--- src/rtl/wavelet_frame_ctrl.sv ---
// Frame sequencer for a db_wavelet core: clears the core, streams one frame of samples from
// RAM into it, and collects its results into a result RAM with timeout and overrun reporting.
module wavelet_frame_ctrl #(
    parameter int unsigned N_LEVEL   = 3,
    parameter int unsigned FRAME_LEN = 256,
    parameter int unsigned ADDR_W    = 10,
    parameter int unsigned FLUSH_CYC = 64
) (
    input  logic              CLK,
    input  logic              RST,
    input  logic              start,
    output logic              busy,
    output logic              done,
    output logic              timeout,
    output logic              overrun,
    output logic [ADDR_W-1:0] sample_addr,
    output logic              sample_rd,
    input  logic [31:0]       sample_data,
    output logic              wav_rst,
    output logic [31:0]       wav_data,
    input  logic              wav_we,
    input  logic [31:0]       wav_out,
    output logic [ADDR_W-1:0] res_addr,
    output logic              res_we,
    output logic [31:0]       res_data,
    output logic [ADDR_W-1:0] res_count
);

    localparam int unsigned EXP = FRAME_LEN >> N_LEVEL;
    localparam int unsigned FCW = $clog2(FLUSH_CYC + 1);
    localparam logic [ADDR_W-1:0] LastAddr  = ADDR_W'(FRAME_LEN - 1);
    localparam logic [ADDR_W-1:0] ExpCnt    = ADDR_W'(EXP);
    localparam logic [FCW-1:0]    FlushLast = FCW'(FLUSH_CYC - 1);
    localparam logic [FCW-1:0]    FlushMax  = FCW'(FLUSH_CYC);

    typedef enum logic [2:0] {StIdle, StClr, StFeed, StFlush, StDone} state_e;

    state_e            state_q, state_d;
    logic              clr_cnt_q, clr_cnt_d;
    logic [ADDR_W-1:0] addr_q, addr_d;
    logic              rd_q, rd_d;
    logic [FCW-1:0]    flush_cnt_q, flush_cnt_d;
    logic              timeout_q, timeout_d;
    logic              overrun_q, overrun_d;
    logic              res_we_q, res_we_d;
    logic [ADDR_W-1:0] res_addr_q, res_addr_d;
    logic [31:0]       res_data_q, res_data_d;
    logic [ADDR_W-1:0] res_count_q, res_count_d;

    always_comb begin
        state_d     = state_q;
        clr_cnt_d   = clr_cnt_q;
        addr_d      = addr_q;
        rd_d        = (state_q == StFeed);
        flush_cnt_d = flush_cnt_q;
        timeout_d   = timeout_q;
        overrun_d   = overrun_q;
        res_we_d    = 1'b0;
        res_addr_d  = res_addr_q;
        res_data_d  = res_data_q;
        res_count_d = res_count_q;

        // Results are only accepted while the core is actually processing a frame.
        if (wav_we && (state_q == StFeed || state_q == StFlush)) begin
            if (res_count_q < ExpCnt) begin
                res_we_d    = 1'b1;
                res_addr_d  = res_count_q;
                res_data_d  = wav_out;
                res_count_d = res_count_q + 1'b1;
            end else begin
                overrun_d = 1'b1;
            end
        end

        unique case (state_q)
            StIdle: begin
                if (start) begin
                    state_d     = StClr;
                    clr_cnt_d   = 1'b0;
                    res_count_d = '0;
                    timeout_d   = 1'b0;
                end
            end
            StClr: begin
                clr_cnt_d = 1'b1;
                if (clr_cnt_q) begin
                    state_d = StFeed;
                    addr_d  = '0;
                end
            end
            StFeed: begin
                if (addr_q == LastAddr) begin
                    state_d     = StFlush;
                    addr_d      = '0;
                    flush_cnt_d = '0;
                end else begin
                    addr_d = addr_q + 1'b1;
                end
            end
            StFlush: begin
                if (res_count_q == ExpCnt) begin
                    state_d = StDone;
                end else if (flush_cnt_q >= FlushLast) begin
                    state_d   = StDone;
                    timeout_d = 1'b1;
                end else if (flush_cnt_q != FlushMax) begin
                    flush_cnt_d = flush_cnt_q + 1'b1;
                end
            end
            StDone: begin
                state_d = StIdle;
            end
            default: begin
                state_d = StIdle;
            end
        endcase
    end

    always_ff @(posedge CLK) begin
        if (RST) begin
            state_q     <= StIdle;
            clr_cnt_q   <= 1'b0;
            addr_q      <= '0;
            rd_q        <= 1'b0;
            flush_cnt_q <= '0;
            timeout_q   <= 1'b0;
            overrun_q   <= 1'b0;
            res_we_q    <= 1'b0;
            res_addr_q  <= '0;
            res_data_q  <= '0;
            res_count_q <= '0;
        end else begin
            state_q     <= state_d;
            clr_cnt_q   <= clr_cnt_d;
            addr_q      <= addr_d;
            rd_q        <= rd_d;
            flush_cnt_q <= flush_cnt_d;
            timeout_q   <= timeout_d;
            overrun_q   <= overrun_d;
            res_we_q    <= res_we_d;
            res_addr_q  <= res_addr_d;
            res_data_q  <= res_data_d;
            res_count_q <= res_count_d;
        end
    end

    // RAM data arrives the cycle after the read; rd_q marks that cycle.
    always_comb begin
        busy        = (state_q != StIdle);
        done        = (state_q == StDone);
        timeout     = timeout_q;
        overrun     = overrun_q;
        sample_addr = addr_q;
        sample_rd   = (state_q == StFeed);
        wav_rst     = RST | (state_q == StClr);
        wav_data    = rd_q ? sample_data : 32'd0;
        res_addr    = res_addr_q;
        res_we      = res_we_q;
        res_data    = res_data_q;
        res_count   = res_count_q;
    end

endmodule
--- config.mk ---
export PLATFORM = sky130hd
export DESIGN_NAME = wavelet_frame_ctrl
export DESIGN_NICKNAME = d
export VERILOG_FILES = /design/src/rtl/wavelet_frame_ctrl.sv
export SDC_FILE = /design/constraint.sdc
export NUM_CORES = 1
export LEC_CHECK = 0
export BUFFER_PORTS_ARGS = -buffer_cell sky130_fd_sc_hd__buf_2
export CAP_MARGIN = 20
export CELL_PAD_IN_SITES_DETAIL_PLACEMENT = 1
export CELL_PAD_IN_SITES_GLOBAL_PLACEMENT = 2
export CORE_MARGIN = 5
export CORE_UTILIZATION = 26
export DETAILED_ROUTE_END_ITERATION = 10
export PLACE_DENSITY_LB_ADDON = 0.15
export SYNTH_ARGS = -nofsm -noshare
export SYNTH_HDL_FRONTEND = slang
export SYNTH_SLANG_ARGS = --single-unit
--- constraint.sdc ---
create_clock -name CLK -period 4.3 [get_ports CLK]
set_input_delay 0.86 -clock CLK [delete_from_list [all_inputs] [get_ports CLK]]
set_output_delay 0.86 -clock CLK [all_outputs]
set_load 0.02 [all_outputs]
Yosys cells after proc, flatten, opt, wreduce, memory -nomap -nowiden:

Cells that the tools add are included.

* eq/ne operators: 15
* add/sub/neg operators: 3
* reduce and logical (&&, ||, !) cells: 16
* mux-type cells: 25
* magnitude comparators: 2
* bitwise operators: 3

Operator list (number)
* 10-bit 2-to-1 mux: 6
* 32-bit 2-to-1 mux: 1
* 7-bit 2-to-1 mux: 4
* 10-bit by 1-bit adder with 10-bit output, second input constant: 2
* 10-bit case mux with 2 select lines: 1
* 3-bit 2-to-1 mux: 5
* 7-bit case mux with 2 select lines: 1
* 3-bit case mux with 4 select lines: 1
* 10-bit by 6-bit == test with 1-bit output, second input constant: 1
* 10-bit by 8-bit == test with 1-bit output, second input constant: 1
* 10-bit by 6-bit < comparator with 1-bit output, second input constant: 1
* 2-bit inequality test, second input constant: 4
* 2-bit AND reduction: 4
* 4-bit AND reduction: 2
* 2-bit nonzero test: 4
* 7-bit by 1-bit adder with 7-bit output, second input constant: 1
* 7-bit by 6-bit greater-or-equal comparator with 1-bit output, second input constant: 1
* 7-bit inequality test, second input constant: 1
* 3-bit by 2-bit == test with 1-bit output, second input constant: 2
* 2-bit by 1-bit inequality test with 1-bit output, second input constant: 3
* 5-bit AND reduction: 1
* 1-bit 2-to-1 mux: 4
* 1-bit case mux with 2 select lines: 2
* 3-bit by 1-bit == test with 1-bit output, second input constant: 1
* other kinds (9): 10

* flip-flop bits (word level): 77
* output and inout port bits: 101
* word-level logic and storage cells: 75
* input port bits: 68

Depth between registers and ports, before layout:

Gate-level depths: netlist of the first run.

* depth after elaboration: 6
* gate-level depth with buffers: 6

Worst setup path before layout of the first run:

Ideal clock, no wire load.

* path kind: input to output
* from: input port RST
* to: output port wav_rst
* path buffers: 1
* stages: 2
* required time: 3.440 ns
* arrival time: 1.312 ns
* path slack: 2.128 ns
* cells stage by stage: clkbuf_1 > a21o_1

* word-level cells in the longest chain between the ends: 1

RTL lines
* from (decl): line 10 `input logic RST,`
* 1-bit bitwise OR: line 155 `wav_rst = RST | (state_q == StClr);`
* to (decl): line 19 `output logic wav_rst,`

Every way passes these cells.

Worst setup path in the final report of the first run:

* from: register state_q[1]
* to: output port sample_rd

* word-level cells in the longest chain between the ends: 1

RTL lines
* from (decl): line 38 `state_e state_q, state_d;`
* from (signal assigned): line 121 `state_q <= StIdle;`
* from (signal assigned): line 133 `state_q <= state_d;`
* 3-bit by 2-bit == test with 1-bit output: line 154 `sample_rd = (state_q == StFeed);`
* to (decl): line 17 `output logic sample_rd,`

Every way passes these cells.

==> flow_summary.yaml, run 1 <==
run_status:
  run_status: "complete, no violations"
synthesis:
  ys_seq_area_frac: 0.451
  warning_count_from_the_yosys_run: 0
  netlist.area_leader.share: 0.451
  synth_area_leaders: "dfxtp_1 45%, nand2_1 9.7%, and2_1 8.2%"
  number_of_flip_flops_and_latches_in_the_synthesized_netlist: 77
  synth_nets: 490
  number_of_enable_flip_flop_cells_after_synthesis: 0
  dominantRegCellSynth: "dfxtp_1"
  post_synth.cell_area_avg_sq_um: 8.19
  synth.cell_area_sq_mm: 0.00342
  synth_cells: 417
  synth_cell_type_count: 53
  synth.largest_area_cell: "dfxtp_1"
  synth_async_sr_flop_share: 0
placement:
  placedInstanceArea_sq_mm: 0.00438
  placement.io_buffers: 168
  place.detailed.hpwl_um: 8810
  gp_congestion: 0.780
sta:
  rsz0062_at_grt: "false"
  min_period_over_period: 0.646
  setup_viol: 0
  maxSlewHeadroom: 0.418
  worst-slew-pin-transition_ns: 0.851
  finalHoldWorstSlack_ns: 0.451
  fmax_mhz: 360
  timing.final.crit_period_ns: 2.78
  timing.final.hold_violations: 0
  timing_max_transition_violations_final: 0
  finClkSkew_ns: 0.00721
  timing.setup.tns_ns: 0
die:
  floorplan.die_area_sq_mm: 0.0155
  die_height_um: 125
  initial_core_utilization: 0.267
  chipWidth_um: 125
  core_sq_mm: 0.0128
  ioPinCount: 169
  placementRows: 41
pwr:
  pwr_density_cell_mw_per_mm2: 409
  leakagePower_nw: 2.13
  vdd_ir_drop_max_mv: 0.136
  post-layout-total-power_w: 0.00192
detailed_routing:
  drt_pass1_iterations: 4
  post_route_wl_um: 11700
  drc_errors: 0
  post_drt_via_cell_ratio: 4.59
  route.vias.total: 3448
  initialDrtViolationCount: 115
  drtAntennaViolNets: 0
  drt-wirelength-per-cell_um: 15.6
cells_and_area:
  final_cell_area_sq_mm: 0.00469
  antenna-diode-count: 0
  drive_above_1_share: 0.340
  highest_count_cells_in_the_layout_ignoring_fill_and_taps: "168 x buf_2, 88 x nand2_1, 77 x dfxtp_1"
  layout_commonest_cell: "buf_2"
  synthToLayoutAreaGrowth_pct: 37.4
  filler_cell_count: 1583
  register_area_sq_mm: 0.00154
  multi_input_area_sq_mm: 0.00174
  num-nets-final: 647
clocking:
  cts.clk_slew.worst_paths_ns: 0.06
  numClockSinks: 77
  clock_tree.buffer_depth: 2
  cts.htree.levels: 3
  post_cts.resized_instances: 0
  cts_setup_buffers: 0
  clk_latency_ns: 0.34
  tritoncts: "built"
  root_buffer_master: "clkbuf_16"
  clock_buffers_created_by_tritoncts: 9
  post_cts_hold_buffer_count: 0
setup_path:
  arrival_ns: 1.92
  cp.required_ns: 3.44
  end_kind: "output pin"
  path_class: "reg -> out"
  worst-path-max-fanout: 12
  cp-start-kind: "flop"
grt:
  global_route_wire_length_before_repair_um: 18800
  grt_antenna_before_repair: 0
  grt_util_all_layers: 0.148
  grt-ovfl-total: 0
  grt_pass1_vias: 3455
  maximum_number_of_pins_on_one_net_before_global_route_repair: 40
run:
  cap_violations: 0
hold_path:
  worst_hold_path_type: "reg -> reg"
## per-layer routing
metal / GRT usage / share of wire / vias to the layer above
li1: - / - / 1750
met1: 0.191 / 0.48 / 1576
met2: 0.239 / 0.45 / 113
met3: 0.0442 / 0.058 / 9
met4: 0.0458 / 0.0098 / 0
met5: 0 / 0 / -
## power breakdown
part / total (W) / switching [W] / internal (W)
Sequential: 0.000791 / 0.0000439 / 0.000747
Clock: 0.000788 / 0.000307 / 0.000481
Combinational: 0.000340 / 0.000214 / 0.000126
Total: 0.00192 / 0.000565 / 0.00135
## sequential cells by signal, indices dropped and copies added, names as in the netlist
name         flops
clr_cnt_q        1
flush_cnt_q      7
overrun          1
rd_q             1
res_addr        10
res_count       10
res_data        32
res_we           1
sample_addr     10
state_q          3
timeout          1
## cells in the mapped netlist, types with 2 or more instances
master / count
buf_6: 2
buf_2: 5
nand3_1: 17
nor3_1: 6
and2_1: 45
a41oi_1: 2
mux2i_1: 2
nand2_1: 88
clkbuf_1: 16
inv_1: 8
xnor2_1: 3
o21ai_0: 7
nor2b_1: 4
nor2_1: 16
and3_1: 2
nand4_1: 5
nor4_1: 4
dfxtp_1: 77
a21oi_1: 49
a31oi_1: 5
nand3b_1: 6
nand2b_1: 3
o211ai_1: 7
ha_1: 5
a21o_1: 3
a22oi_1: 2
nand4b_1: 2
## final cells by class
cell class / count / area share
clock buffers: 11 / 0.0539
inverters: 9 / 0.00720
well taps: 172 / 0.0459
repair buffers: 170 / 0.182
multi-input cells: 307 / 0.370
flip-flops and latches: 77 / 0.328
clock inverters: 5 / 0.0125
## final timing paths
kind | cells after the start | startpoint | endpoint | slack [ns]
worst min register to register | 2 | res_data[19]$_SDFFE_PP0P_ | res_data[19]$_SDFFE_PP0P_ | 0.45
worst max-delay path | 3 | state_q[1]$_SDFFE_PP0P_ | sample_rd | 1.52
worst max register to register | 5 | state_q[1]$_SDFFE_PP0P_ | res_addr[9]$_SDFFE_PP0P_ | 2.01
worst min-delay path | 2 | res_data[19]$_SDFFE_PP0P_ | res_data[19]$_SDFFE_PP0P_ | 0.45
## per-stage QoR
stage	util	cells	setup WS, ns
after floorplan	-	417	2.13
after global placement	0.343	735	1.67
after detailed placement	0.343	735	1.61
after CTS	0.367	751	1.51
after global routing	0.367	751	1.41
final	0.367	751	1.52
## cell families (layout without fill, tap and decap cells)
| family | count (synthesis) | in the layout | synth area share |
|---|---|---|---|
| xor+xnor | 3 | 3 | 0.00769 |
| fa+ha+maj | 5 | 5 | 0.0183 |
| mux | 3 | 3 | 0.00916 |
| buf+inv | 33 | 195 | 0.0425 |
| flops | 77 | 77 | 0.451 |
| compound gates | 87 | 87 | 0.156 |
| simple gates | 209 | 209 | 0.315 |
## worst max-delay path: stages, from the launching register on
cell	delay, ns
dfxtp_1	0.54
or3b_2	0.60
clkinv_1	0.23
buf_2	0.21
Power figures use the tool's default switching activity.
==> run 2, diff against run 1 <==
--- a/config.mk
+++ b/config.mk
@@ -5,12 +5,13 @@
 export SDC_FILE = /design/constraint.sdc
 export NUM_CORES = 1
 export LEC_CHECK = 0
+export ABC_AREA = 1
 export BUFFER_PORTS_ARGS = -buffer_cell sky130_fd_sc_hd__buf_2
 export CAP_MARGIN = 20
 export CELL_PAD_IN_SITES_DETAIL_PLACEMENT = 1
 export CELL_PAD_IN_SITES_GLOBAL_PLACEMENT = 2
 export CORE_MARGIN = 5
-export CORE_UTILIZATION = 26
+export CORE_UTILIZATION = 21
 export DETAILED_ROUTE_END_ITERATION = 10
 export PLACE_DENSITY_LB_ADDON = 0.15
 export SYNTH_ARGS = -nofsm -noshare
==> constraint.sdc (replaced) <==
create_clock -name CLK -period 2.25 [get_ports CLK]
set_input_delay 0.45 -clock CLK [delete_from_list [all_inputs] [get_ports CLK]]
set_output_delay 0.45 -clock CLK [all_outputs]
set_load 0.02 [all_outputs]
==> flow_summary.yaml, run 2 <==
synthesis:
  ys_seq_area_frac: 0.448
  warning_count_from_the_yosys_run: 0
  number_of_flip_flops_and_latches_in_the_synthesized_netlist: 77
  netlist.area_leader.share: 0.448
  dominantRegCellSynth: "dfxtp_1"
  synth_nets: 571
  synth.largest_area_cell: "dfxtp_1"
  number_of_enable_flip_flop_cells_after_synthesis: 0
  synth_area_leaders: "dfxtp_1 45%, nand2_1 11%, nor2_1 11%"
  post_synth.cell_area_avg_sq_um: 6.91
  netlist_top_cells_count: "104 x nand2_1, 103 x nor2_1, 77 x dfxtp_1, 72 x inv_1, 46 x o21ai_0"
  synth_cells: 498
  synth.cell_area_sq_mm: 0.00344
  synth_cell_type_count: 29
  synth_async_sr_flop_share: 0
  yosys.cell_count.top_type: "nand2_1"
sta:
  timing.final.crit_period_ns: 1.97
  timing.setup.tns_ns: 0
  min_period_over_period: 0.876
  maxSlewHeadroom: 0.739
  finClkSkew_ns: 0.0141
  worst-slew-pin-transition_ns: 0.390
  timing.final.hold_violations: 0
  fin_ws_ns: 0.278
  setup_viol: 0
  fmax_mhz: 507
  timing_max_transition_violations_final: 0
  rsz0062_at_grt: "false"
clocking:
  clock_tree.buffer_depth: 2
  numClockSinks: 77
  root_buffer_master: "clkbuf_16"
  post_cts_hold_buffer_count: 0
  clock_buffers_created_by_tritoncts: 9
  cts.htree.levels: 3
  tritoncts: "built"
  post_cts.resized_instances: 0
  cts_setup_buffers: 0
  clk_latency_ns: 0.35
  cts.clk_slew.worst_paths_ns: 0.07
detailed_routing:
  initialDrtViolationCount: 73
  route.vias.total: 3703
  drc_errors: 0
  drt_pass1_iterations: 4
  post_drt_via_cell_ratio: 4.17
  drtAntennaViolNets: 0
  post_route_wl_um: 12000
  drt-wirelength-per-cell_um: 13.6
die:
  die_height_um: 138
  core_sq_mm: 0.0160
  initial_core_utilization: 0.215
  placementRows: 46
  chipWidth_um: 138
  floorplan.die_area_sq_mm: 0.0190
  ioPinCount: 169
grt:
  busiest_layer: "met2"
  global_route_wire_length_before_repair_um: 18900
  global_route.usage.met3: 0.0591
  grt_pass1_vias: 3805
  grtUsageMet1: 0.147
  grt_antenna_before_repair: 0
  grtUsageMet2: 0.206
  maximum_number_of_pins_on_one_net_before_global_route_repair: 41
  grt-ovfl-total: 0
  grt_util_all_layers: 0.126
hold_path:
  worst_hold_startpoint: "wav_out[16]"
  hold_end: "res_data[16]$_SDFFE_PP0P_"
  worst_hold_path_type: "in -> reg"
  worst_hold_path.num_cells: 3
pwr:
  leakagePower_nw: 2.67
  post-layout-total-power_w: 0.00492
  pwr_density_cell_mw_per_mm2: 1020
  vdd_ir_drop_max_mv: 0.445
setup_path:
  arrival_ns: 1.52
  slowest_stage: "dfxtp_1"
  worst-path-max-fanout: 5
  cp-start-kind: "flop"
  path_class: "reg -> out"
  end_kind: "output pin"
  timing.rr.end: "flush_cnt_q[0]$_SDFFE_PP0P_"
  timing.critical_path.from: "state_q[0]$_SDFFE_PP0P_"
  critPathBufInv: 2
  critical_path.cell_chain: "nand2_1, nor2_1, inv_1, nand2_1, buf_2"
  crit-reg2reg-launch: "sample_addr[0]$_SDFFE_PP0P_"
  max_stage_delay_ns: 0.45
  r2r.worst_path.cells: 8
  cp.required_ns: 1.80
  critical-path-top-cell-by-count: "nand2_1"
  cpLargestDelayFamily: "flip-flops"
  r2r_setup_slack_ns: 0.37
cells_and_area:
  highest_count_cells_in_the_layout_ignoring_fill_and_taps: "168 x buf_2, 104 x nand2_1, 103 x nor2_1"
  instances_no_fill: 887
  layout_commonest_cell: "buf_2"
  drive_above_1_share: 0.306
  filler_cell_count: 2058
  antenna-diode-count: 0
  largest_register_ff_count: 32
  multi_input_area_sq_mm: 0.00151
  final_cell_area_sq_mm: 0.00482
  synthToLayoutAreaGrowth_pct: 40.2
  register_area_sq_mm: 0.00154
  num-nets-final: 739
placement:
  post_place_cells: 871
  dp_slack_ns: 0.364
  place.detailed.hpwl_um: 9160
  gp_congestion: 0.746
  placement.io_buffers: 168
  placedInstanceArea_sq_mm: 0.00452
run:
  cap_violations: 0
run_status:
  run_status: "complete, no violations"
[run 2: cells by family (layout without fill, tap and decap cells)]
| logic type | Yosys count | count (layout) | synth area share |
|---|---|---|---|
| compound gates | 76 | 76 | 0.119 |
| fa+ha+maj | 5 | 5 | 0.0182 |
| flops | 77 | 77 | 0.448 |
| simple gates | 244 | 244 | 0.294 |
| buf+inv | 93 | 266 | 0.114 |
| xor+xnor | 3 | 3 | 0.00764 |
[run 2: final cells by class]
class                           count  area share
Clock buffer                       11      0.0503
Inverter                           74      0.0576
Sequential cell                    77       0.320
Tap cell                          216      0.0560
Clock inverter                      5      0.0119
Multi-Input combinational cell    328       0.312
Timing Repair Buffer              176       0.192
[run 2: worst max-delay path by stage]
stage	endpoint	slack, ns	cells after the start
2_1_floorplan	wav_rst	0.59	4
5_1_grt	flush_cnt_q[0]$_SDFFE_PP0P_	0.13	8
3_3_place_gp	flush_cnt_q[4]$_SDFFE_PP0P_	0.53	9
6_report	wav_rst	0.28	5
4_1_cts	wav_rst	0.25	5
3_5_place_dp	flush_cnt_q[0]$_SDFFE_PP0P_	0.36	8
[run 2: stage by stage]
| step | utilization | hold WS (ns) |
|---|---|---|
| CTS | 0.301 | 0.310 |
| detailed placement | 0.283 | 0.429 |
| global route | 0.301 | 0.319 |
| finish | 0.301 | 0.324 |
| global placement | 0.283 | 0.429 |
| floorplan | - | 0.419 |
[run 2: worst register-to-register path, delay by kind of cell (launching register included)]
family | cells | cell delay, ns
flip-flops | 1 | 0.45
AND/OR/NAND/NOR | 7 | 1.05
adder cells (fa/ha/maj) | 1 | 0.27
[run 2: per-layer routing]
layer / share of wire / vias to the layer above
li1: - / 1873
met1: 0.43 / 1700
met2: 0.45 / 116
met3: 0.10 / 14
met4: 0.016 / 0
met5: 0 / -
[run 2: report_power, final]
group / internal, W / switching [W]
logic: 0.000521 / 0.00111
clock network: 0.000894 / 0.000591
registers: 0.00161 / 0.000189
total: 0.00303 / 0.00189
